**config.mk**
```make
export PLATFORM = sky130hd
export DESIGN_NAME = filter_arbiter
export DESIGN_NICKNAME = d
export VERILOG_FILES = /design/src/rtl/filter_arbiter_pkg.sv /design/src/rtl/filter_arbiter_rr_priority_select.sv /design/src/rtl/filter_arbiter.sv
export SDC_FILE = /design/constraint.sdc
export NUM_CORES = 1
export LEC_CHECK = 0
export ABC_AREA = 1
export ABC_CLOCK_PERIOD_IN_PS = 3400
export CAP_MARGIN = 20
export CORE_AREA = 2 2 591 593
export DETAILED_ROUTE_END_ITERATION = 7
export DIE_AREA = 0 0 593 595
export MAX_ROUTING_LAYER = met4
export SLEW_MARGIN = 20
export SYNTH_ARGS = -nofsm -noshare
export SYNTH_HDL_FRONTEND = slang
export SYNTH_SLANG_ARGS = --single-unit
```
**constraint.sdc**
```tcl
create_clock -name clk -period 3.4 [get_ports clk]
set_input_delay 0.68 -clock clk [delete_from_list [all_inputs] [get_ports clk]]
set_output_delay 0.68 -clock clk [all_outputs]
set_load 0.02 [all_outputs]
```
**src/rtl/filter_arbiter_pkg.sv**
```systemverilog
// rtl/filter_arbiter_pkg.sv - shared widths, pair-word field offsets and FSM encoding for filter_arbiter
package filter_arbiter_pkg;

  localparam int DATA_WIDTH        = 32;
  localparam int PARTICLE_ID_WIDTH = 20;
  localparam int NUM_FILTER        = 8;
  localparam int FILTER_SEL_WIDTH  = 3;
  localparam int PAIR_WIDTH        = 2*PARTICLE_ID_WIDTH + 4*DATA_WIDTH;

  // Pair word layout, MSB to LSB: {ref_id, neighbor_id, r2, dz, dy, dx}
  localparam int DX_LSB  = 0;
  localparam int DY_LSB  = DX_LSB + DATA_WIDTH;
  localparam int DZ_LSB  = DY_LSB + DATA_WIDTH;
  localparam int R2_LSB  = DZ_LSB + DATA_WIDTH;
  localparam int NB_LSB  = R2_LSB + DATA_WIDTH;
  localparam int REF_LSB = NB_LSB + PARTICLE_ID_WIDTH;

  typedef enum logic [1:0] {
    ST_IDLE  = 2'd0,
    ST_ARB   = 2'd1,
    ST_DRAIN = 2'd2,
    ST_DONE  = 2'd3
  } state_e;

endpackage

```
**src/rtl/filter_arbiter_rr_priority_select.sv**
```systemverilog
// rtl/filter_arbiter_rr_priority_select.sv - combinational round-robin pick: first eligible index at or after ptr
module rr_priority_select #(
  parameter int N = 8,
  parameter int W = 3
) (
  input  logic [N-1:0] eligible_i,
  input  logic [W-1:0] ptr_i,
  output logic [N-1:0] grant_o,
  output logic [W-1:0] grant_idx_o,
  output logic         any_grant_o
);

  logic [2*N-1:0] dbl;
  logic [N-1:0]   rot;
  logic [W:0]     sum;

  always_comb begin
    // rot[k] is eligibility of index (ptr + k) mod N
    dbl         = {eligible_i, eligible_i} >> ptr_i;
    rot         = dbl[N-1:0];
    sum         = '0;
    any_grant_o = 1'b0;
    for (int k = N-1; k >= 0; k--) begin
      if (rot[k]) begin
        sum         = {1'b0, ptr_i} + (W+1)'(k);
        any_grant_o = 1'b1;
      end
    end
    if (sum >= (W+1)'(N)) begin
      sum = sum - (W+1)'(N);
    end
    grant_idx_o = sum[W-1:0];
    grant_o     = any_grant_o ? (N'(1) << grant_idx_o) : '0;
  end

endmodule

```
**src/rtl/filter_arbiter.sv**
```systemverilog
// rtl/filter_arbiter.sv - round-robin reader sharing one force pipeline across the filter bank
// Optional FILTER_ARBITER_STATS_EN adds per-filter grant counters and a stall-cycle counter.
module filter_arbiter
  import filter_arbiter_pkg::*;
(
  input  logic                               clk,
  input  logic                               rst,
  input  logic                               enable,
  input  logic                               input_done,
  input  logic                               pipeline_stall,
  input  logic [NUM_FILTER-1:0]              particle_pair_available,
  input  logic [NUM_FILTER*PAIR_WIDTH-1:0]   filter_pair_data,
  output logic [NUM_FILTER-1:0]              sel,
  output logic [PARTICLE_ID_WIDTH-1:0]       ref_particle_id_out,
  output logic [PARTICLE_ID_WIDTH-1:0]       neighbor_particle_id_out,
  output logic [DATA_WIDTH-1:0]              r2_out,
  output logic [DATA_WIDTH-1:0]              dx_out,
  output logic [DATA_WIDTH-1:0]              dy_out,
  output logic [DATA_WIDTH-1:0]              dz_out,
  output logic                               pair_valid,
  output logic                               arbiter_done,
`ifdef FILTER_ARBITER_STATS_EN
  output logic [NUM_FILTER*16-1:0]           grant_count,
  output logic [15:0]                        stall_cycles,
`endif
  output logic                               arbiter_busy
);

  state_e                      state_q;
  logic [FILTER_SEL_WIDTH-1:0] ptr_q, ptr_d, gidx_q, grant_idx;
  logic [NUM_FILTER-1:0]       cooldown_q, eligible, grant;
  logic                        any_grant, issue_ok, fire, drain_idle;
  logic                        inflight_q, done_pend_q, drain_cnt_q;
  logic [PAIR_WIDTH-1:0]       words [NUM_FILTER];
  logic [PAIR_WIDTH-1:0]       rd_word;

  for (genvar g = 0; g < NUM_FILTER; g++) begin : g_words
    assign words[g] = filter_pair_data[g*PAIR_WIDTH +: PAIR_WIDTH];
  end

  // Cooldown hides the granted filter for one cycle while its empty flag catches up
  assign eligible = particle_pair_available & ~cooldown_q;

  rr_priority_select #(
    .N (NUM_FILTER),
    .W (FILTER_SEL_WIDTH)
  ) u_rr (
    .eligible_i  (eligible),
    .ptr_i       (ptr_q),
    .grant_o     (grant),
    .grant_idx_o (grant_idx),
    .any_grant_o (any_grant)
  );

  assign arbiter_busy = (state_q == ST_ARB) || (state_q == ST_DRAIN);
  assign issue_ok     = arbiter_busy && enable && !pipeline_stall;
  assign fire         = issue_ok && any_grant;
  assign sel          = fire ? grant : '0;
  assign ptr_d        = (grant_idx == FILTER_SEL_WIDTH'(NUM_FILTER-1)) ? '0 : grant_idx + 1'b1;
  assign drain_idle   = (particle_pair_available == '0) && !inflight_q;
  assign rd_word      = words[gidx_q];

  always_ff @(posedge clk) begin
    if (rst) begin
      state_q                  <= ST_IDLE;
      ptr_q                    <= '0;
      cooldown_q               <= '0;
      inflight_q               <= 1'b0;
      gidx_q                   <= '0;
      done_pend_q              <= 1'b0;
      drain_cnt_q              <= 1'b0;
      pair_valid               <= 1'b0;
      arbiter_done             <= 1'b0;
      ref_particle_id_out      <= '0;
      neighbor_particle_id_out <= '0;
      r2_out                   <= '0;
      dx_out                   <= '0;
      dy_out                   <= '0;
      dz_out                   <= '0;
    end else begin
      cooldown_q   <= sel;
      inflight_q   <= fire;
      gidx_q       <= grant_idx;
      pair_valid   <= inflight_q;
      arbiter_done <= 1'b0;
      if (fire) begin
        ptr_q <= ptr_d;
      end
      if (inflight_q) begin
        ref_particle_id_out      <= rd_word[REF_LSB +: PARTICLE_ID_WIDTH];
        neighbor_particle_id_out <= rd_word[NB_LSB +: PARTICLE_ID_WIDTH];
        r2_out                   <= rd_word[R2_LSB +: DATA_WIDTH];
        dz_out                   <= rd_word[DZ_LSB +: DATA_WIDTH];
        dy_out                   <= rd_word[DY_LSB +: DATA_WIDTH];
        dx_out                   <= rd_word[DX_LSB +: DATA_WIDTH];
      end
      case (state_q)
        ST_IDLE: begin
          if (enable) begin
            state_q     <= ST_ARB;
            done_pend_q <= input_done;
            drain_cnt_q <= 1'b0;
          end
        end
        ST_ARB: begin
          if (!enable) begin
            if (!inflight_q) state_q <= ST_IDLE;
          end else if (input_done || done_pend_q) begin
            state_q     <= ST_DRAIN;
            done_pend_q <= 1'b0;
          end
        end
        ST_DRAIN: begin
          if (!enable) begin
            if (!inflight_q) state_q <= ST_IDLE;
          end else begin
            // Two consecutive idle cycles absorb the one-cycle lag of the empty flags
            drain_cnt_q <= drain_idle;
            if (drain_idle && drain_cnt_q) begin
              state_q      <= ST_DONE;
              arbiter_done <= 1'b1;
            end
          end
        end
        default: state_q <= ST_IDLE;
      endcase
    end
  end

`ifdef FILTER_ARBITER_STATS_EN
  always_ff @(posedge clk) begin
    if (rst || (state_q == ST_IDLE && enable)) begin
      grant_count  <= '0;
      stall_cycles <= '0;
    end else begin
      for (int i = 0; i < NUM_FILTER; i++) begin
        if (sel[i] && grant_count[i*16 +: 16] != 16'hFFFF) begin
          grant_count[i*16 +: 16] <= grant_count[i*16 +: 16] + 16'd1;
        end
      end
      if (arbiter_busy && enable && pipeline_stall && (particle_pair_available != '0)
          && stall_cycles != 16'hFFFF) begin
        stall_cycles <= stall_cycles + 16'd1;
      end
    end
  end
`endif

endmodule

```
==> metrics.md <==
| Metric | Value |
|---|---|
| WP buf/inv | 4 |
| Vias in the first global route | 27.9k |
| RSZ-0062 raised after global routing | true |
| Sw power | 0.00821 W |
| CP delay by family, top | simple AND/OR/NAND/NOR gates |
| Clk_lat worst skew | 0.61 ns |
| I/O pin count | 1536 |
| CTS H-Tree Depth | 4 |
| Net Count, Synth | 4246 |
| Final period util | 101% |
| Area leader, netlist | o21ai_0 |
| Initial antenna violation count | 393 |
| Launching point of the worst reg2reg path | gidx_q[0] |
| Initial Util | 5.42% |
| # Max-Cap Violations | 0 |
| Asr flop ratio synth | 0% |
| Global route overflow | 0 |
| Area delta synth->final | 131% |
| Die Width | 593 um |
| NumNets Final | 5817 |
| Peak VDD IR | 0.253 mV |
| R2R depth | 7 |
| Clock tree from TritonCTS | yes |
| Residual DRC | 0 |
| Avg Cell Area, Syn | 6.53 um2 |
| Setup Crit Path Kind | register to output pin |
| Sequential element share of the synthesized area | 20.1% |
| Cell Area, Synth | 18800 um2 |
| Ys flop type | dfxtp_1 |
| Die area | 353000 um2 |
| Core Area | 347000 um2 |
| Clock transition at path regs | 0.07 ns |
| Clock power share | 17.4% |
| Die Ht | 595 um |
| CP most frequent cell | nand2_1 |
| Hold violation total from the final report | 0 |
| Power share of the combinational group | 67.3% |
| Global-route wire length before repair | 359000 um |
| Max Slew Vio Count | 0 |
| Core Rows | 217 |
| Max Freq | 291 MHz |
| Power density over the cells | 376 nW/um2 |
| Drt initial violations | 2604 |
| Slowest stage delay, CP | 0.40 ns |
| Top post-synthesis cells by area | o21ai_0 22%, dfxtp_1 20%, mux2i_1 18% |
| Setup TNS | -0.0744 ns |
| CP max stage cell | dfxtp_4 |
| Worst min-delay path startpoint | drain_cnt_q |
| Crit start category | register |
| Switching Fraction | 50.3% |
| Setup slack, reg-to-reg | 0.64 ns |
| Worst path required time | 2.72 ns |
| Crit end category | output pin |
| CP cell instances | buf_6, nand3_4, nand3_4, nand3_2, nand2_4, inv_2, nand3_1, nand3_1, nand2_1, nand2_1, nand2_1, nand2_1, nand2_2, nand2_4, ha_4, ha_4, nand2_4, inv_2, buf_6 |
| Crit Path Max Fanout | 5 |
| Total Routing Usage GR | 17.0% |
| Most common cell after layout, fill and taps aside | clkdlybuf4s50_1 |
| Routed length per instance | 32.7 um |
| Max_slew headroom | 19.4% |
| HP Class | register to register |
| Cts hold-fix bufs | 0 |
| Hold Crit Depth | 2 |
| Synth Instances | 2881 |
| Worst-case clock buffer depth | 3 |
| Post-synth top area share | 22.5% |
| Worst slew pin tran | 1.20 ns |
| Setup violators final | 5 |
| Routed Antenna Nets | 0 |
| Yosys cell types | 33 |
| TritonCTS Sinks | 189 |
| Run status | finished with violations |
| Leakage | 14.8 nW |
| #FFs+latches synth | 189 |
| Sequential share of power | 15.3% |
| DR vias | 29.7k |
| Failing checks | negative setup slack |
| Power Total | 0.0163 W |
| Final Skew | 0.0455 ns |
| Hold Path End | arbiter_done |
| Ys Warns | 0 |
| Placer Congestion | 0.940 |
| Period minus WS final | 3.44 ns |
| Min Hold Slack | 0.487 ns |
| Most frequent cells in the layout | 1518 x clkdlybuf4s50_1, 822 x o21ai_0, 519 x a21oi_1 |
| Clk root buf | clkbuf_16 |
| Arrival @ worst endpoint | 2.76 ns |
| DR pass1 iterations | 6 |
| Post-synth EDFFs | 0 |
| Port bufs | 1535 |
| Vias per cell | 3.18 |
| Detailed Route WL | 305000 um |
| Largest net degree at the start of global routing | 108 |
| Layout cells sized above 1 | 10.3% |
| Final WS setup | -0.0409 ns |
| TritonCTS buffer count | 21 |
| DP HPWL | 275000 um |
| RR Endpoint | ref_particle_id_out[17] |
| Int Pwr | 0.00812 W |
==> worst min-delay path: cells and delay by family (launching register included) <==
kind / cells / cell delay, ns
buffers and inverters: 1 / 0.06
flip-flops: 1 / 0.31
AND/OR/NAND/NOR: 1 / 0.07
==> logic make-up (layout without fill, tap and decap cells) <==
kind of cell    after synthesis  after routing  share of synthesized area [%]
xor+xnor                      3              3                          0.140
simple gates                147            147                           3.91
flops                       189            189                           20.1
mux                         336            336                           17.9
buf+inv                     657           2237                           13.9
compound gates             1541           1541                           43.5
fa+ha+maj                     8              8                          0.532
other cells                   0            273                              0
==> through the flow <==
stage	util [%]	setup slack [ns]	area [um2]	cells
final	12.5	-0.0409	43400	9333
after global placement	11.9	-0.963	41300	9010
after global routing	12.5	-0.185	43400	9313
after CTS	12.2	-0.134	42300	9053
after floorplan	-	0.558	18800	2881
after detailed placement	11.9	-0.889	41300	9010
==> layer usage <==
layer | track usage (%) | wire length (um)
met1 | 18.1 | 114000
met2 | 25.0 | 129000
met3 | 9.74 | 44300
met4 | 8.45 | 17000
met5 | - | 0
==> synth_stat cells, types with 7 or more instances <==
cell,n
mux2i_1,336
clkbuf_1,199
a21oi_1,522
o21ai_0,844
nand2_1,49
ha_1,8
buf_1,19
buf_2,42
o211ai_1,168
nand3_1,39
inv_1,364
nor2_1,25
inv_2,7
dfxtp_1,189
nand2_2,12
buf_4,22
nand3_2,8
==> worst max-delay path by stage <==
stage / from / to / depth (start not counted)
finish: ptr_q[0] / sel[7] / 19
floorplan: particle_pair_available[0] / sel[7] / 16
detailed placement: particle_pair_available[7] / sel[7] / 20
global placement: particle_pair_available[7] / sel[7] / 20
CTS: ptr_q[0] / sel[7] / 20
global route: ptr_q[0] / sel[7] / 18
==> registers in the layout, summed over array words and instances (netlist names) <==
signal / flops
neighbor_particle_id_out: 20
cooldown_q: 8
r2_out: 32
arbiter_done: 1
dz_out: 32
gidx_q: 3
inflight_q: 1
dx_out: 32
dy_out: 32
ref_particle_id_out: 20
ptr_q: 3
pair_valid: 1
done_pend_q: 1
state_q: 2
drain_cnt_q: 1
==> cell type report <==
class,instances,area (um2)
Clock buffer,23,543
Clock inverter,9,141
Inverter,373,1440
Fill cell,40300,304000
Timing Repair Buffer,1832,18100
Tap cell,4599,5750
Antenna cell,273,683
Sequential cell,189,3810
Multi-Input combinational cell,2035,13000
==> power by group through the flow <==
stage | registers, W | logic (W) | clock network (W)
CTS | 0.00251 | 0.0112 | 0.00304
global route | 0.00252 | 0.0118 | 0.00302
detailed placement | 0.00255 | 0.0110 | 0
floorplan | 0.00257 | 0.00407 | 0
finish | 0.00250 | 0.0110 | 0.00284
global placement | 0.00255 | 0.0110 | 0
==> what timing repair did <==
action	CTS	global route
buffers inserted	11	9
setup endpoints to repair	8	8
resized for setup	125	77
pin swaps	28	36
Note: power is estimated with default switching activity, not from simulation.
